$ cat config.mk
export PLATFORM = sky130hd
export DESIGN_NAME = hilo_muldiv_sequencer
export DESIGN_NICKNAME = d
export VERILOG_FILES = /design/src/rtl/hilo_muldiv_sequencer.sv
export SDC_FILE = /design/constraint.sdc
export NUM_CORES = 1
export LEC_CHECK = 0
export ABC_AREA = 0
export CORE_ASPECT_RATIO = 1.2
export CORE_MARGIN = 2
export CORE_UTILIZATION = 30
export CTS_BUF_LIST = sky130_fd_sc_hd__clkbuf_4 sky130_fd_sc_hd__clkbuf_8
export DETAILED_ROUTE_END_ITERATION = 7
export GPL_TIMING_DRIVEN = 0
export PLACE_DENSITY = 0.5
export SLEW_MARGIN = 20
export SYNTH_ARGS = -nofsm -noshare
export SYNTH_HDL_FRONTEND = slang
export SYNTH_SLANG_ARGS = --single-unit
$ cat constraint.sdc
create_clock -name i_clk -period 4.63 [get_ports i_clk]
set_input_delay 0.926 -clock i_clk [delete_from_list [all_inputs] [get_ports i_clk]]
set_output_delay 0.926 -clock i_clk [all_outputs]
set_load 0.03 [all_outputs]
$ cat src/rtl/hilo_muldiv_sequencer.sv
// Multi-cycle multiply/divide engine owning the HI/LO registers; one shift-add or
// restoring-divide iteration per cycle, followed by a sign-fixup cycle.
//
//  state  | meaning
//  IDLE   | engine free; serves moves, accepts Start
//  CALC   | one iteration per cycle, counter 0..DATA_WIDTH-1
//  SIGN   | sign fixup and HI/LO write
module hilo_muldiv_sequencer #(
    parameter int DATA_WIDTH = 32
) (
    input  logic                  i_clk,
    input  logic                  i_reset_n,
    input  logic                  i_start,
    input  logic [1:0]            i_op,
    input  logic [DATA_WIDTH-1:0] i_operand_a,
    input  logic [DATA_WIDTH-1:0] i_operand_b,
    input  logic                  i_mfhi,
    input  logic                  i_mflo,
    input  logic                  i_mthi,
    input  logic                  i_mtlo,
    input  logic [DATA_WIDTH-1:0] i_write_data,
    input  logic                  i_flush,
    output logic                  o_busy,
    output logic                  o_stall,
    output logic [DATA_WIDTH-1:0] o_hi,
    output logic [DATA_WIDTH-1:0] o_lo,
    output logic [DATA_WIDTH-1:0] o_read_data,
    output logic                  o_div_zero
);
    localparam int W     = DATA_WIDTH;
    localparam int CNT_W = $clog2(DATA_WIDTH);
    localparam logic [CNT_W-1:0] CNT_LAST = CNT_W'(DATA_WIDTH - 1);

    localparam logic [1:0] S_IDLE = 2'd0;
    localparam logic [1:0] S_CALC = 2'd1;
    localparam logic [1:0] S_SIGN = 2'd2;

    logic [1:0]       r_state;
    logic [CNT_W-1:0] r_cnt;
    logic [2*W-1:0]   r_acc;
    logic [W-1:0]     r_opb;
    logic             r_is_div;
    logic             r_neg_q;
    logic             r_neg_r;
    logic [W-1:0]     r_hi;
    logic [W-1:0]     r_lo;
    logic             r_div_zero;

    logic             w_busy;
    logic             w_signed;
    logic             w_is_div;
    logic             w_neg_a;
    logic             w_neg_b;
    logic [W-1:0]     w_mag_a;
    logic [W-1:0]     w_mag_b;
    logic             w_div_by_zero;
    logic             w_accept;
    logic [W:0]       w_mul_sum;
    logic [2*W-1:0]   w_mul_next;
    logic [W:0]       w_sh_hi;
    logic [W-1:0]     w_sh_lo;
    logic [W:0]       w_diff;
    logic [2*W-1:0]   w_div_next;
    logic [2*W-1:0]   w_prod_fix;
    logic [W-1:0]     w_quo_fix;
    logic [W-1:0]     w_rem_fix;

    assign w_busy        = (r_state != S_IDLE);
    assign w_signed      = ~i_op[0];
    assign w_is_div      = i_op[1];
    assign w_neg_a       = w_signed & i_operand_a[W-1];
    assign w_neg_b       = w_signed & i_operand_b[W-1];
    assign w_mag_a       = w_neg_a ? -i_operand_a : i_operand_a;
    assign w_mag_b       = w_neg_b ? -i_operand_b : i_operand_b;
    assign w_div_by_zero = w_is_div & (i_operand_b == '0);
    assign w_accept      = (r_state == S_IDLE) & i_start & ~i_flush;

    // Multiply: add multiplicand into the upper half when the LSB is set, then shift right.
    assign w_mul_sum  = {1'b0, r_acc[2*W-1:W]} + {1'b0, r_opb & {W{r_acc[0]}}};
    assign w_mul_next = {w_mul_sum, r_acc[W-1:1]};

    // Divide: shift {rem, dividend} left, subtract divisor; quotient bits enter at the LSB.
    assign w_sh_hi    = r_acc[2*W-1:W-1];
    assign w_sh_lo    = {r_acc[W-2:0], 1'b0};
    assign w_diff     = w_sh_hi - {1'b0, r_opb};
    assign w_div_next = w_diff[W] ? {w_sh_hi[W-1:0], w_sh_lo}
                                  : {w_diff[W-1:0], w_sh_lo[W-1:1], 1'b1};

    assign w_prod_fix = r_neg_q ? -r_acc : r_acc;
    assign w_quo_fix  = r_neg_q ? -r_acc[W-1:0] : r_acc[W-1:0];
    assign w_rem_fix  = r_neg_r ? -r_acc[2*W-1:W] : r_acc[2*W-1:W];

    always_ff @(posedge i_clk) begin
        if (!i_reset_n) begin
            r_state    <= S_IDLE;
            r_cnt      <= '0;
            r_acc      <= '0;
            r_opb      <= '0;
            r_is_div   <= 1'b0;
            r_neg_q    <= 1'b0;
            r_neg_r    <= 1'b0;
            r_hi       <= '0;
            r_lo       <= '0;
            r_div_zero <= 1'b0;
        end else begin
            r_div_zero <= 1'b0;
            case (r_state)
                S_IDLE: begin
                    if (w_accept) begin
                        if (w_div_by_zero) begin
                            r_div_zero <= 1'b1;
                        end else begin
                            r_is_div <= w_is_div;
                            r_neg_q  <= w_neg_a ^ w_neg_b;
                            r_neg_r  <= w_neg_a;
                            r_cnt    <= '0;
                            r_state  <= S_CALC;
                            if (w_is_div) begin
                                r_acc <= {{W{1'b0}}, w_mag_a};
                                r_opb <= w_mag_b;
                            end else begin
                                r_acc <= {{W{1'b0}}, w_mag_b};
                                r_opb <= w_mag_a;
                            end
                        end
                    end else if (!i_start) begin
                        if (i_mthi) r_hi <= i_write_data;
                        if (i_mtlo) r_lo <= i_write_data;
                    end
                end
                S_CALC: begin
                    if (i_flush) begin
                        r_state <= S_IDLE;
                        r_cnt   <= '0;
                    end else begin
                        r_acc <= r_is_div ? w_div_next : w_mul_next;
                        if (r_cnt == CNT_LAST) begin
                            r_cnt   <= '0;
                            r_state <= S_SIGN;
                        end else begin
                            r_cnt <= r_cnt + 1'b1;
                        end
                    end
                end
                S_SIGN: begin
                    if (!i_flush) begin
                        if (r_is_div) begin
                            r_lo <= w_quo_fix;
                            r_hi <= w_rem_fix;
                        end else begin
                            r_hi <= w_prod_fix[2*W-1:W];
                            r_lo <= w_prod_fix[W-1:0];
                        end
                    end
                    r_state <= S_IDLE;
                end
                default: r_state <= S_IDLE;
            endcase
        end
    end

    assign o_busy      = w_busy;
    assign o_stall     = w_busy & (i_start | i_mfhi | i_mflo | i_mthi | i_mtlo);
    assign o_hi        = r_hi;
    assign o_lo        = r_lo;
    assign o_read_data = i_mfhi ? r_hi : (i_mflo ? r_lo : '0);
    assign o_div_zero  = r_div_zero;
endmodule

==> impl_metrics.tcl, run 1 <==
set metrics [dict create \
    die_h_um 251 \
    post_cts_resized 0 \
    fin_crit_ns 4.20 \
    p_per_area_nw_per_um2 236 \
    insertion_delay_ns 0.57 \
    synth_cells 2162 \
    p_sw_mw 1.79 \
    fin_tns_setup_ns 0 \
    cts_tree "yes" \
    met1_usage_pct 32.9 \
    period_share_pct 90.7 \
    layout-drive-gt1-share_pct 4.26 \
    synth.top_cells.by_area "dfxtp_1 22%, a21oi_1 6.7%, nand2_1 6.6%, nor2_1 6.6%, o21ai_0 5.8%" \
    nFillCells 5515 \
    finalHoldViolations 0 \
    crit_arrival_ns 4.67 \
    dp_hpwl_um 57900 \
    max_freq_ghz 0.238 \
    combPwrFrac_pct 35.3 \
    crit_cells 13 \
    cp_slowest_cell "buf_1" \
    grt_pass1_vias 16558 \
    grt_first_pass_wirelength_um 105000 \
    root_buffer "clkbuf_8" \
    r2r-end "r_acc[61]" \
    area_growth_pct 21.3 \
    timing.rr.start "r_acc[0]" \
    core_area_um2 50200 \
    fin_skew_ns 0.0266 \
    slew_headroom_pct 36.7 \
    rr_worst_depth 13 \
    path_class "flip-flop to flip-flop" \
    end_kind "flip-flop" \
    holdWs_ns 0.464 \
    crit_buf_inv 2 \
    rows 90 \
    status "finished clean" \
    power.internal_mw 2.58 \
    hold-path-endpoint "r_opb[17]" \
    clk_pin_slew_worst_paths_ns 0.12 \
    startpoint_type "flip-flop" \
    avgSynthCellArea_um2 7.04 \
    dieArea_um2 52600 \
    r2r_slack_ns 0.43 \
    synth-seq-area-share_pct 22.5 \
    synth.distinct_cells 88 \
    ctsHoldBuffers 0 \
    overflow 0 \
    setup_viol 0 \
    cts_buffer_depth 2 \
    initial_core_util_pct 30.3 \
    nNetsFinal 2560 \
    die_w_um 210 \
    yosysTopAreaCell "dfxtp_1" \
    synthFlopType "dfxtp_1" \
    max_slew.worst_pin.slew_ns 0.949 \
    crit_fanout 10 \
    yosysTopAreaCellShare_pct 22.5 \
    hold_class "flip-flop to flip-flop" \
    seq_power_share_pct 37.6 \
    p_clk_share_pct 27.1 \
    crit_chain "inv_1 > buf_1 > nor2_1 > ha_1 > nand3_1 > or3_1 > a31oi_1 > o21ai_1 > o31a_1 > a21oi_1 > a31oi_1 > mux2_2 > o41ai_2" \
    use_met2_pct 44.5 \
    grt_usage_pct 26.2 \
    hold-path-cell-count 2 \
    grt_max_degree 19 \
    gp_congestion 0.939 \
    vias_per_cell 5.55 \
    cts_sinks 171 \
    use_met3_pct 2.91 \
    async_reset_ff_share_pct 0 \
    cpLargestDelayFamily "compound AO/OA/AOI/OAI gates" \
    busiest_layer "met2" \
    holdCritStartpoint "r_opb[17]" \
    finalMaxSlewViolations 0 \
    h-tree-depth 4 \
    max_stage_delay_ns 0.46 \
    leakage_nw 6.93 \
    via_count 16877 \
    critical_path_required_ns 5.10 \
    max-vdd-ir-drop_v 0.000144 \
    ys_warn_count 0 \
    drtAntennaViolNets 0 \
    port_buffers 201 \
    path_common_cell "a31oi_1" \
    ios 205 \
    drt-pass1-iter-count 5 \
    post_drt_wl_per_cell_um 23.1 \
    cts_made_buffers 17 \
    antenna_found_initial 1 \
    post-cts-setup-buffers 0 \
    postRouteWirelength_um 70200 \
    drcViolationCount 0 \
    synth_edf_count 0 \
    synth_nets 2340 \
    drv_cap 0 \
    power_switching_share_pct 41.0 \
    ys_ff_latch 171 \
    rsz0062_at_grt "false" \
    syn_area_um2 15200 \
    drtIter0Drc 1226 \
]
-- through the flow --
stage	cell area, um^2	power [mW]	setup WS (ns)	utilization [%]	std cells
floorplan	15200	2.59	1.39	-	2162
global placement	18000	3.19	0.0186	35.9	3007
detailed placement	18100	3.20	-0.00117	35.9	3007
CTS	18500	4.37	0.133	36.8	3039
global route	18500	4.55	0.152	36.8	3040
finish	18500	4.37	0.430	36.8	3040
-- sequential cells by signal, summed over array words and instances (netlist names) --
name	flops
r_acc	64
o_hi	32
o_lo	32
r_opb	32
r_cnt	5
r_state	2
o_div_zero	1
r_is_div	1
r_neg_q	1
r_neg_r	1
-- how the worst max path moves through the flow --
stage                         start         to  slack [ns]
floorplan                 r_acc[32]  r_acc[63]        1.39
global placement     i_operand_b[0]  r_acc[39]        0.02
detailed placement  i_operand_b[19]  r_acc[46]      -0.001
CTS                        r_acc[0]   o_hi[12]        0.13
global route               r_acc[0]  r_acc[52]        0.15
finish                     r_acc[0]  r_acc[61]        0.43
-- layout make-up --
cell class,count,area (um^2),share of cell area (%)
flip-flops and latches,171,3420,18.5
diodes,1,2.50,0.0135
inverters,63,236,1.28
plain buffers,150,619,3.35
repair buffers,201,2010,10.9
well taps,644,806,4.36
clock buffers,17,234,1.27
multi-input cells,1778,11000,59.3
clock inverters,15,178,0.962
-- synth_stat cells (all sizes together), types with 28 or more instances --
master and n:
mux2i 69, a211oi 36, dfxtp 171, a21o 28, nand2 268, xnor2 80
inv 62, nand3 32, a21oi 206, o21ai 202, ha 70, clkbuf 121
o31ai 28, xor2 91, buf 29, nor3 63, nor2 269
-- placed cells by master (no fill, tap or decap), drive strengths merged, types with 15 or more instances in the layout --
master | Yosys | routed
xnor2 | 80 | 80
nand2 | 268 | 268
ha | 70 | 70
clkbuf | 121 | 139
nor2 | 269 | 269
nand3 | 32 | 32
buf | 29 | 28
mux2 | 15 | 15
mux2i | 69 | 69
a21oi | 206 | 206
xor2 | 91 | 91
a211oi | 36 | 36
nand4 | 17 | 17
a21o | 28 | 28
or3 | 19 | 19
nand2b | 22 | 22
o21ai | 202 | 202
dfxtp | 171 | 171
a31oi | 19 | 19
nor2b | 18 | 18
clkdlybuf4s50 | 0 | 201
o211ai | 17 | 17
o31ai | 28 | 28
nor4 | 15 | 15
and2 | 18 | 18
a22oi | 21 | 21
nor3 | 63 | 63
inv | 62 | 68
-- worst register-to-register path, delay by kind of cell (launching register included) --
kind	cells	cell delay, ns
AOI/OAI and AO/OA	6	1.58
buffers and inverters	2	0.84
and+or+nand+nor	3	0.54
adders and majority gates	1	0.44
DFF	1	0.42
muxes	1	0.31
-- kinds of logic after synthesis --
group	Yosys count	share of synthesized area (%)
and+or+nand+nor	789	23.7
AOI/OAI and AO/OA	662	26.7
muxes	84	5.64
xor gates and xnor gates	171	9.88
adders and majority gates	72	6.01
buffers and inverters	213	5.61
DFF	171	22.5
-- power by group through the flow --
stage | clock (mW) | combinational, mW | sequential (mW)
finish | 1.18 | 1.54 | 1.64
global route | 1.24 | 1.66 | 1.65
CTS | 1.20 | 1.53 | 1.64
detailed placement | 0 | 1.53 | 1.67
global placement | 0 | 1.52 | 1.67
floorplan | 0 | 0.901 | 1.69
-- layer usage --
metal | wire, um | share of wire (%)
met1 | 30000 | 43
met2 | 33100 | 47
met3 | 3430 | 4.9
met4 | 3640 | 5.2
met5 | 0 | 0
Power figures use the tool's default switching activity.
==> run 2, diff against run 1 <==
SKIP_LAST_GASP = 1   (was not set)
==> results of run 2 <==
The final DEF is identical to that of run 1; final timing and power are the same.
